$ cat src/rtl/duty_pkg.sv
// Shared types and constants for the duty slew controller and its PWM consumer.
package duty_pkg;

  localparam int unsigned DUTY_WIDTH = 8;

  typedef enum logic {
    IDLE = 1'b0,
    RAMP = 1'b1
  } state_t;

endpackage

$ cat src/rtl/tick_gen.sv
// Free-running divider: one-cycle tick every TICK_DIV enabled clocks; freezes while run is low.
module tick_gen #(
  parameter int unsigned TICK_DIV = 256
) (
  input  logic clk,
  input  logic rst_n,
  input  logic run,
  input  logic clear,
  output logic tick
);

  localparam int unsigned CW = (TICK_DIV > 2) ? $clog2(TICK_DIV) : 1;
  localparam logic [CW-1:0] LAST = CW'(TICK_DIV - 1);

  logic [CW-1:0] count;

  assign tick = run && (count == LAST);

  always_ff @(posedge clk or negedge rst_n) begin
    if (!rst_n) begin
      count <= '0;
    end else if (clear) begin
      count <= '0;
    end else if (run) begin
      count <= tick ? '0 : count + CW'(1);
    end
  end

endmodule

$ cat src/rtl/duty_slew_ctrl.sv
// Owns the live PWM duty: slews it toward a software-written target one STEP per tick,
// or jumps on request, and reports busy/done status.
module duty_slew_ctrl
  import duty_pkg::*;
#(
  parameter int unsigned WIDTH    = DUTY_WIDTH,
  parameter int unsigned TICK_DIV = 256,
  parameter int unsigned STEP     = 1
) (
  input  logic             clk,
  input  logic             rst_n,
  input  logic             wr_en,
  input  logic [WIDTH-1:0] target_in,
  input  logic             jump,
  input  logic             hold,
  output logic [WIDTH-1:0] duty_out,
  output logic             pwm_en,
  output logic             busy,
  output logic             done,
  output logic [WIDTH-1:0] target_q
);

  localparam logic [WIDTH:0] STEP_X = (WIDTH + 1)'(STEP);

  state_t           state, state_next;
  logic [WIDTH-1:0] duty_next, target_next, stepped;
  logic [WIDTH:0]   duty_x, target_x, up_sum, dn_floor;
  logic             done_next, tick, clear, run;

  assign run  = (state == RAMP) && !hold;
  assign busy = (state == RAMP);

  tick_gen #(
    .TICK_DIV(TICK_DIV)
  ) u_tick (
    .clk  (clk),
    .rst_n(rst_n),
    .run  (run),
    .clear(clear),
    .tick (tick)
  );

  // Saturating step in WIDTH+1 bits so neither overshoot nor borrow can wrap.
  always_comb begin
    duty_x   = {1'b0, duty_out};
    target_x = {1'b0, target_q};
    up_sum   = duty_x + STEP_X;
    dn_floor = target_x + STEP_X;
    stepped  = duty_out;
    if (target_x > duty_x) begin
      stepped = (up_sum >= target_x) ? target_q : up_sum[WIDTH-1:0];
    end else if (duty_x <= dn_floor) begin
      stepped = target_q;
    end else begin
      stepped = duty_out - STEP_X[WIDTH-1:0];
    end
  end

  // A write takes priority over a coincident tick; the tick still wraps the counter.
  always_comb begin
    state_next  = state;
    duty_next   = duty_out;
    target_next = target_q;
    done_next   = 1'b0;
    clear       = 1'b0;
    if (wr_en) begin
      target_next = target_in;
      if (jump) begin
        duty_next  = target_in;
        state_next = IDLE;
        done_next  = 1'b1;
        clear      = 1'b1;
      end else begin
        clear = (state == IDLE);
        if (target_in == duty_out) begin
          state_next = IDLE;
          done_next  = 1'b1;
        end else begin
          state_next = RAMP;
        end
      end
    end else if (tick) begin
      duty_next = stepped;
      if (stepped == target_q) begin
        state_next = IDLE;
        done_next  = 1'b1;
      end
    end
  end

  always_ff @(posedge clk or negedge rst_n) begin
    if (!rst_n) begin
      state <= IDLE;
    end else begin
      state <= state_next;
    end
  end

  always_ff @(posedge clk or negedge rst_n) begin
    if (!rst_n) begin
      duty_out <= '0;
      target_q <= '0;
      pwm_en   <= 1'b0;
      done     <= 1'b0;
    end else begin
      duty_out <= duty_next;
      target_q <= target_next;
      pwm_en   <= (duty_next != '0);
      done     <= done_next;
    end
  end

endmodule

$ cat config.mk
export PLATFORM = sky130hd
export DESIGN_NAME = duty_slew_ctrl
export DESIGN_NICKNAME = d
export VERILOG_FILES = /design/src/rtl/duty_pkg.sv /design/src/rtl/tick_gen.sv /design/src/rtl/duty_slew_ctrl.sv
export SDC_FILE = /design/constraint.sdc
export NUM_CORES = 1
export LEC_CHECK = 0
export CAP_MARGIN = 15
export CORE_MARGIN = 10
export CORE_UTILIZATION = 45
export DETAILED_ROUTE_END_ITERATION = 10
export DONT_BUFFER_PORTS = 1
export SETUP_SLACK_MARGIN = 0.2
export SLEW_MARGIN = 40
export SYNTH_ARGS = -nofsm -noshare
export SYNTH_HDL_FRONTEND = slang
export SYNTH_HIERARCHICAL = 1
export SYNTH_SLANG_ARGS = --single-unit
$ cat constraint.sdc
create_clock -name clk -period 4.2 [get_ports clk]
set_input_delay 1.05 -clock clk [delete_from_list [all_inputs] [get_ports clk]]
set_output_delay 1.05 -clock clk [all_outputs]
set_load 0.005 [all_outputs]
Word-level counts from Yosys, hierarchy flattened. Index checks and enable logic that the tools add are counted.

Add/subtract/negate cells: 4. Magnitude comparators: 3. Eq/ne operators: 3. Mux-type cells: 21. Bitwise gates (word level): 1. Reduce and logical (&&, ||, !) cells: 8.

Operators with widths (count): 8-bit two-way mux (9); 8-bit by 1-bit adder with 9-bit output (second input constant) (2); 8-bit == test (2); 1-bit two-way mux (12); 9-bit by 8-bit >= comparator with 1-bit output (1); 8-bit by 9-bit <= comparator with 1-bit output (1); 8-bit by 1-bit adder with 8-bit output (second input constant) (1); 8-bit == test (second input constant) (1); 8-bit > comparator (1); 8-bit nonzero test (1); 8-bit by 1-bit subtractor with 8-bit output (second input constant) (1); 2-bit nonzero test (3); 1-bit logical AND (2); 2-bit AND reduction (1); 1-bit zero test (1); 1-bit NOT (1).

Bits in registers: 27. Bits of input ports: 13.

Logic depth before layout (Yosys ltp).
Depth after elaboration: 8. Gate-level depth with buffers: 14.

Hierarchy. The synthesis kept the hierarchy.

Modules (own cells, without submodules): duty_slew_ctrl (times used 1, cells an instance 287, area each 2397.3 um^2, seq. area each 475.5 um^2); tick_gen (times used 1, cells an instance 42, area each 417.9 um^2, seq. area each 200.2 um^2).

Worst setup path after synthesis. Ideal clock, no wire load.

Kind: reg2reg. Start: reg duty_out[0]. End: reg state, in the netlist busy. Data arrival time: 3.115 ns. Data required time: 4.122 ns. Path slack: 1.008 ns. Cell stages (with the launch flop): 14. Cell sequence: dfrtp_1 -> ha_1 -> and3_1 -> clkbuf_1 -> nand3_1 -> xnor2_1 -> ha_1 -> a21o_1 -> a221o_1 -> and3b_1 -> a21oi_2 -> or4_1 -> o211ai_1 -> a21boi_1.

Cells in the longest elaborated chain, start to end: 7. Elaborated cells between the ends (all ways): 15. Those cells by class: 2 x add/sub; 3 x order compare; 2 x eq/ne; 6 x mux; 2 x reduce/logical.

Ends and longest elaborated chain: from (decl) (RTL line duty_slew_ctrl.sv:16) `output logic [WIDTH-1:0] duty_out,`; from (signal assigned) (RTL line duty_slew_ctrl.sv:106) `duty_out <= duty_next;`; 8-bit by 1-bit adder with 9-bit output (RTL line duty_slew_ctrl.sv:47) `up_sum = duty_x + STEP_X;`; 9-bit by 8-bit >= comparator with 1-bit output (RTL line duty_slew_ctrl.sv:51) `stepped = (up_sum >= target_x) ? target_q : up_sum[WIDTH-1:0];`; 8-bit two-way mux (RTL line duty_slew_ctrl.sv:51); 8-bit two-way mux (RTL line duty_slew_ctrl.sv:50) `if (target_x > duty_x) begin`; 8-bit == test (RTL line duty_slew_ctrl.sv:84) `if (stepped == target_q) begin`; 2-bit nonzero test (no source line); 2-bit AND reduction (no source line); to (signal assigned) (RTL line duty_slew_ctrl.sv:95) `state <= state_next;`; to (decl) (RTL line duty_slew_ctrl.sv:25) `state_t state, state_next;`.

Parallel ways exist; a longest one is shown, timed or not. A chain may end at the register's enable or synchronous reset.

Worst setup path in the final report.
Start: reg duty_out[0]. End: reg pwm_en.

Cells in the longest elaborated chain, start to end: 7. Elaborated cells between the ends (all ways): 12. Those cells by class: 2 x add/sub; 3 x order compare; 6 x mux; 1 x reduce/logical.

Ends and longest elaborated chain: 8-bit by 1-bit adder with 9-bit output (RTL line duty_slew_ctrl.sv:47); 9-bit by 8-bit >= comparator with 1-bit output (RTL line duty_slew_ctrl.sv:51); 8-bit two-way mux (RTL line duty_slew_ctrl.sv:51); 8-bit two-way mux (*) (RTL line duty_slew_ctrl.sv:50); 8-bit two-way mux (*) (RTL line duty_slew_ctrl.sv:82) `end else if (tick) begin`; 8-bit two-way mux (*) (RTL line duty_slew_ctrl.sv:66) `if (wr_en) begin`; net duty_next[7] (RTL line duty_slew_ctrl.sv:26) `logic [WIDTH-1:0] duty_next, target_next, stepped;`; 8-bit nonzero test (*) (RTL line duty_slew_ctrl.sv:108) `pwm_en <= (duty_next != '0);`; to (signal assigned) (RTL line duty_slew_ctrl.sv:108); to (decl) (RTL line duty_slew_ctrl.sv:17) `output logic pwm_en,`.

The timed path passes the listed nets; every way through them passes the cells marked *.

==> flow_summary.toml <==
[run_status]
status = "finished, final reports clean"

[route]
finalWirelength_um = 8490
vias_per_cell = 6.20
ant_nets = 0
vias = 2511
drcViolationCount = 0
drt_pass1_iterations = 4
drt_iter0_drc = 216
wl_per_cell_um = 21.0

[setup_path]
reg2reg_slack_ns = 0.49
worstPathArrival_ns = 3.86
r2r.worst_path.cells = 13
worstReg2RegEnd = "pwm_en"
rr_startpoint = "duty_out[0]"
cp.required_ns = 4.35
worst_setup_path_start_kind = "flip-flop"
endpoint = "pwm_en"
worstSetupPathType = "flip-flop to flip-flop"
crit_start = "duty_out[0]"
worstSetupEndpointType = "flip-flop"
cp_max_fo = 12

[timing]
slew_violations = 0
finalHoldViolCount = 0
worstMarginPinSlew_ns = 0.719
fin_skew_ns = 0.00757
tns_ns = 0
hold_ws_ns = 0.451
rsz0062_at_grt = "false"
fmax_mhz = 270
setup_viol = 0
min_period_ns = 3.71
period_share_pct = 88.3
relSlewSlack_pct = 52.0

[synth]
synth-edff-count = 0
synth_xor_area_share_pct = 12.8
postSynthCellCount = 329
synth_fa_ha_area_share_pct = 12.4
muxShareOfSynthArea_pct = 0.356
synth_cell_types = 68
syn_area_mm2 = 0.00282
synth-main-ff-cell = "dfrtp_1"
synth_common_cells = "nand2_1, xnor2_1, ha_1, dfrtp_1, inv_1"
synth_top_family_by_area = "simple AND/OR/NAND/NOR gates"
ys_seq_area_share_pct = 24.0
yosysMostFrequentCell = "nand2_1"
netlist_top_cells_area = "dfrtp_1, ha_1, xnor2_1, nand2_1, o21ai_0"
synth_top_cell_area_share_pct = 24.0
synth_top_cell_by_area = "dfrtp_1"
synth_compound_area_share_pct = 21.7
syn_avg_cell_area_um2 = 8.56
ys_ff_latch = 27
synth.net_count = 370
ys_warn_count = 6
yosys.area_share.simple_pct = 22.8
ys_async_sr_fraction_pct = 100

[cells_and_area]
multi_input_area_mm2 = 0.00197
fin_util_pct = 49.5
nFillCells = 617
register_area_um2 = 676
antenna_cells = 0
layout-drive-gt1-share_pct = 10.3
finalNetCount = 372
layoutNonFillerInstCount = 405
synthToLayoutAreaGrowth_pct = 5.38

[global_routing]
first_global_vias = 2392
grt_pass1_wl_um = 13500
grt_overflow = 0
grt_max_degree = 29
grt_antenna_before_repair = 0
grt_usage_pct = 16.9

[floorplanning]
dieHeight_um = 99.1
die_w_um = 99.1
start_util_pct = 47.0
fp.coreArea_mm2 = 0.00599
die-area_mm2 = 0.00982
ios = 32
num_rows = 28

[clock_network]
post-cts-setup-buffers = 0
cts_buffers = 3
cts_resized = 0
clkLatencyLatePin_ns = 0.28
cts-root-buf = "clkbuf_8"
cts_sinks = 27
htreeDepth = 1
clockBufferDepth = 2
cts_hold_buffers = 0
cts_tree = "done"
path_clk_slew_ns = 0.10

[placement]
gp_congestion = 0.943
numPortBuffers = 0
placed_cells_incl_taps = 397
dp_hpwl_um = 6660

[pwr]
ir_drop_mv = 0.183
pwr-share-seq_pct = 33.0
leakagePower_nw = 1.24
pwr-share-comb_pct = 51.5
power_switching_w = 0.000417
netSwitchingFraction_pct = 42.8
power.share.clock_pct = 15.4
p_int_w = 0.000558
power_density_mw_per_mm2 = 329
total_power_w = 0.000975

[hold_path]
hold_class = "input pin to asynchronous set/reset pin"

[run]
drv_cap = 0
cell families after synthesis:
kind of cell	Yosys count
AO/OA/AOI/OAI	81
adder cells (fa/ha/maj)	28
multiplexers	1
flip-flops	27
XOR/XNOR	37
AND/OR/NAND/NOR	118
buffers and inverters	37
layer usage:
| layer | up-vias | GRT usage [%] | share of wire [%] | wire length, um |
|---|---|---|---|---|
| li1 | 1201 | - | - | - |
| met1 | 1187 | 23.8 | 45 | 3840 |
| met2 | 113 | 24.7 | 43 | 3650 |
| met3 | 10 | 4.84 | 11 | 896 |
| met4 | 0 | 3.97 | 1.2 | 106 |
| met5 | - | 0 | 0 | 0 |
critical path, cell delays in order (launching register included):
cell,delay (ns)
dfrtp_1,0.36
ha_1,0.27
and3_1,0.31
nand3_1,0.18
xnor2_1,0.29
ha_1,0.30
a21o_1,0.18
a221o_1,0.34
nand3b_1,0.16
buf_4,0.18
or3_1,0.32
a41o_1,0.27
a221oi_1,0.29
nand4bb_1,0.13
state kept, by name, indices dropped and copies added, names as in the netlist:
name / flops
target_q: 8
duty_out: 8
u_tick/count: 8
done: 1
busy: 1
pwm_en: 1
cell usage in the layout, fill, tap and decap left out, drive strengths merged, types with 3 or more instances in the layout:
cell | netlist | final
a211o | 3 | 3
a211oi | 5 | 5
a21boi | 4 | 4
a21oi | 14 | 14
a22o | 3 | 3
and2 | 3 | 3
and3 | 5 | 5
buf | 10 | 13
clkbuf | 6 | 3
dfrtp | 27 | 27
ha | 28 | 28
inv | 20 | 20
nand2 | 31 | 31
nand2b | 5 | 5
nand3 | 9 | 9
nand4 | 12 | 12
nor2 | 17 | 17
nor2b | 7 | 7
nor3 | 9 | 9
o211ai | 7 | 7
o21ai | 16 | 16
o31ai | 7 | 7
or3 | 6 | 6
xnor2 | 31 | 31
xor2 | 4 | 4
how the worst min path moves through the flow:
| stage | startpoint | endpoint | slack, ns |
|---|---|---|---|
| floorplan | u_tick/count[7] | u_tick/count[7] | 0.52 |
| global placement | u_tick/count[7] | u_tick/count[7] | 0.55 |
| detailed placement | u_tick/count[7] | u_tick/count[7] | 0.55 |
| CTS | rst_n | target_q[3] | 0.44 |
| global route | rst_n | target_q[3] | 0.42 |
| finish | rst_n | target_q[3] | 0.45 |
power groups by stage:
stage / combinational [W] / sequential [W] / clock [W]
after floorplan: 0.000378 / 0.000312 / 0
after global placement: 0.000475 / 0.000327 / 0
after detailed placement: 0.000474 / 0.000328 / 0
after CTS: 0.000478 / 0.000322 / 0.000158
after global routing: 0.000551 / 0.000327 / 0.000169
final: 0.000503 / 0.000322 / 0.000150
layout make-up:
class / count / area share, %
Multi-Input combinational cell: 265 / 66.6
Sequential cell: 27 / 22.8
Timing Repair Buffer: 13 / 3.29
Tap cell: 75 / 3.16
Inverter: 21 / 2.66
Clock buffer: 3 / 1.39
Clock inverter: 1 / 0.169
metrics by stage:
stage	setup WS [ns]	cell area [um^2]
CTS	0.297	2940
global placement	0.355	2890
detailed placement	0.336	2890
global route	0.274	2970
floorplan	1.01	2820
finish	0.490	2970
Power figures use the tool's default switching activity.
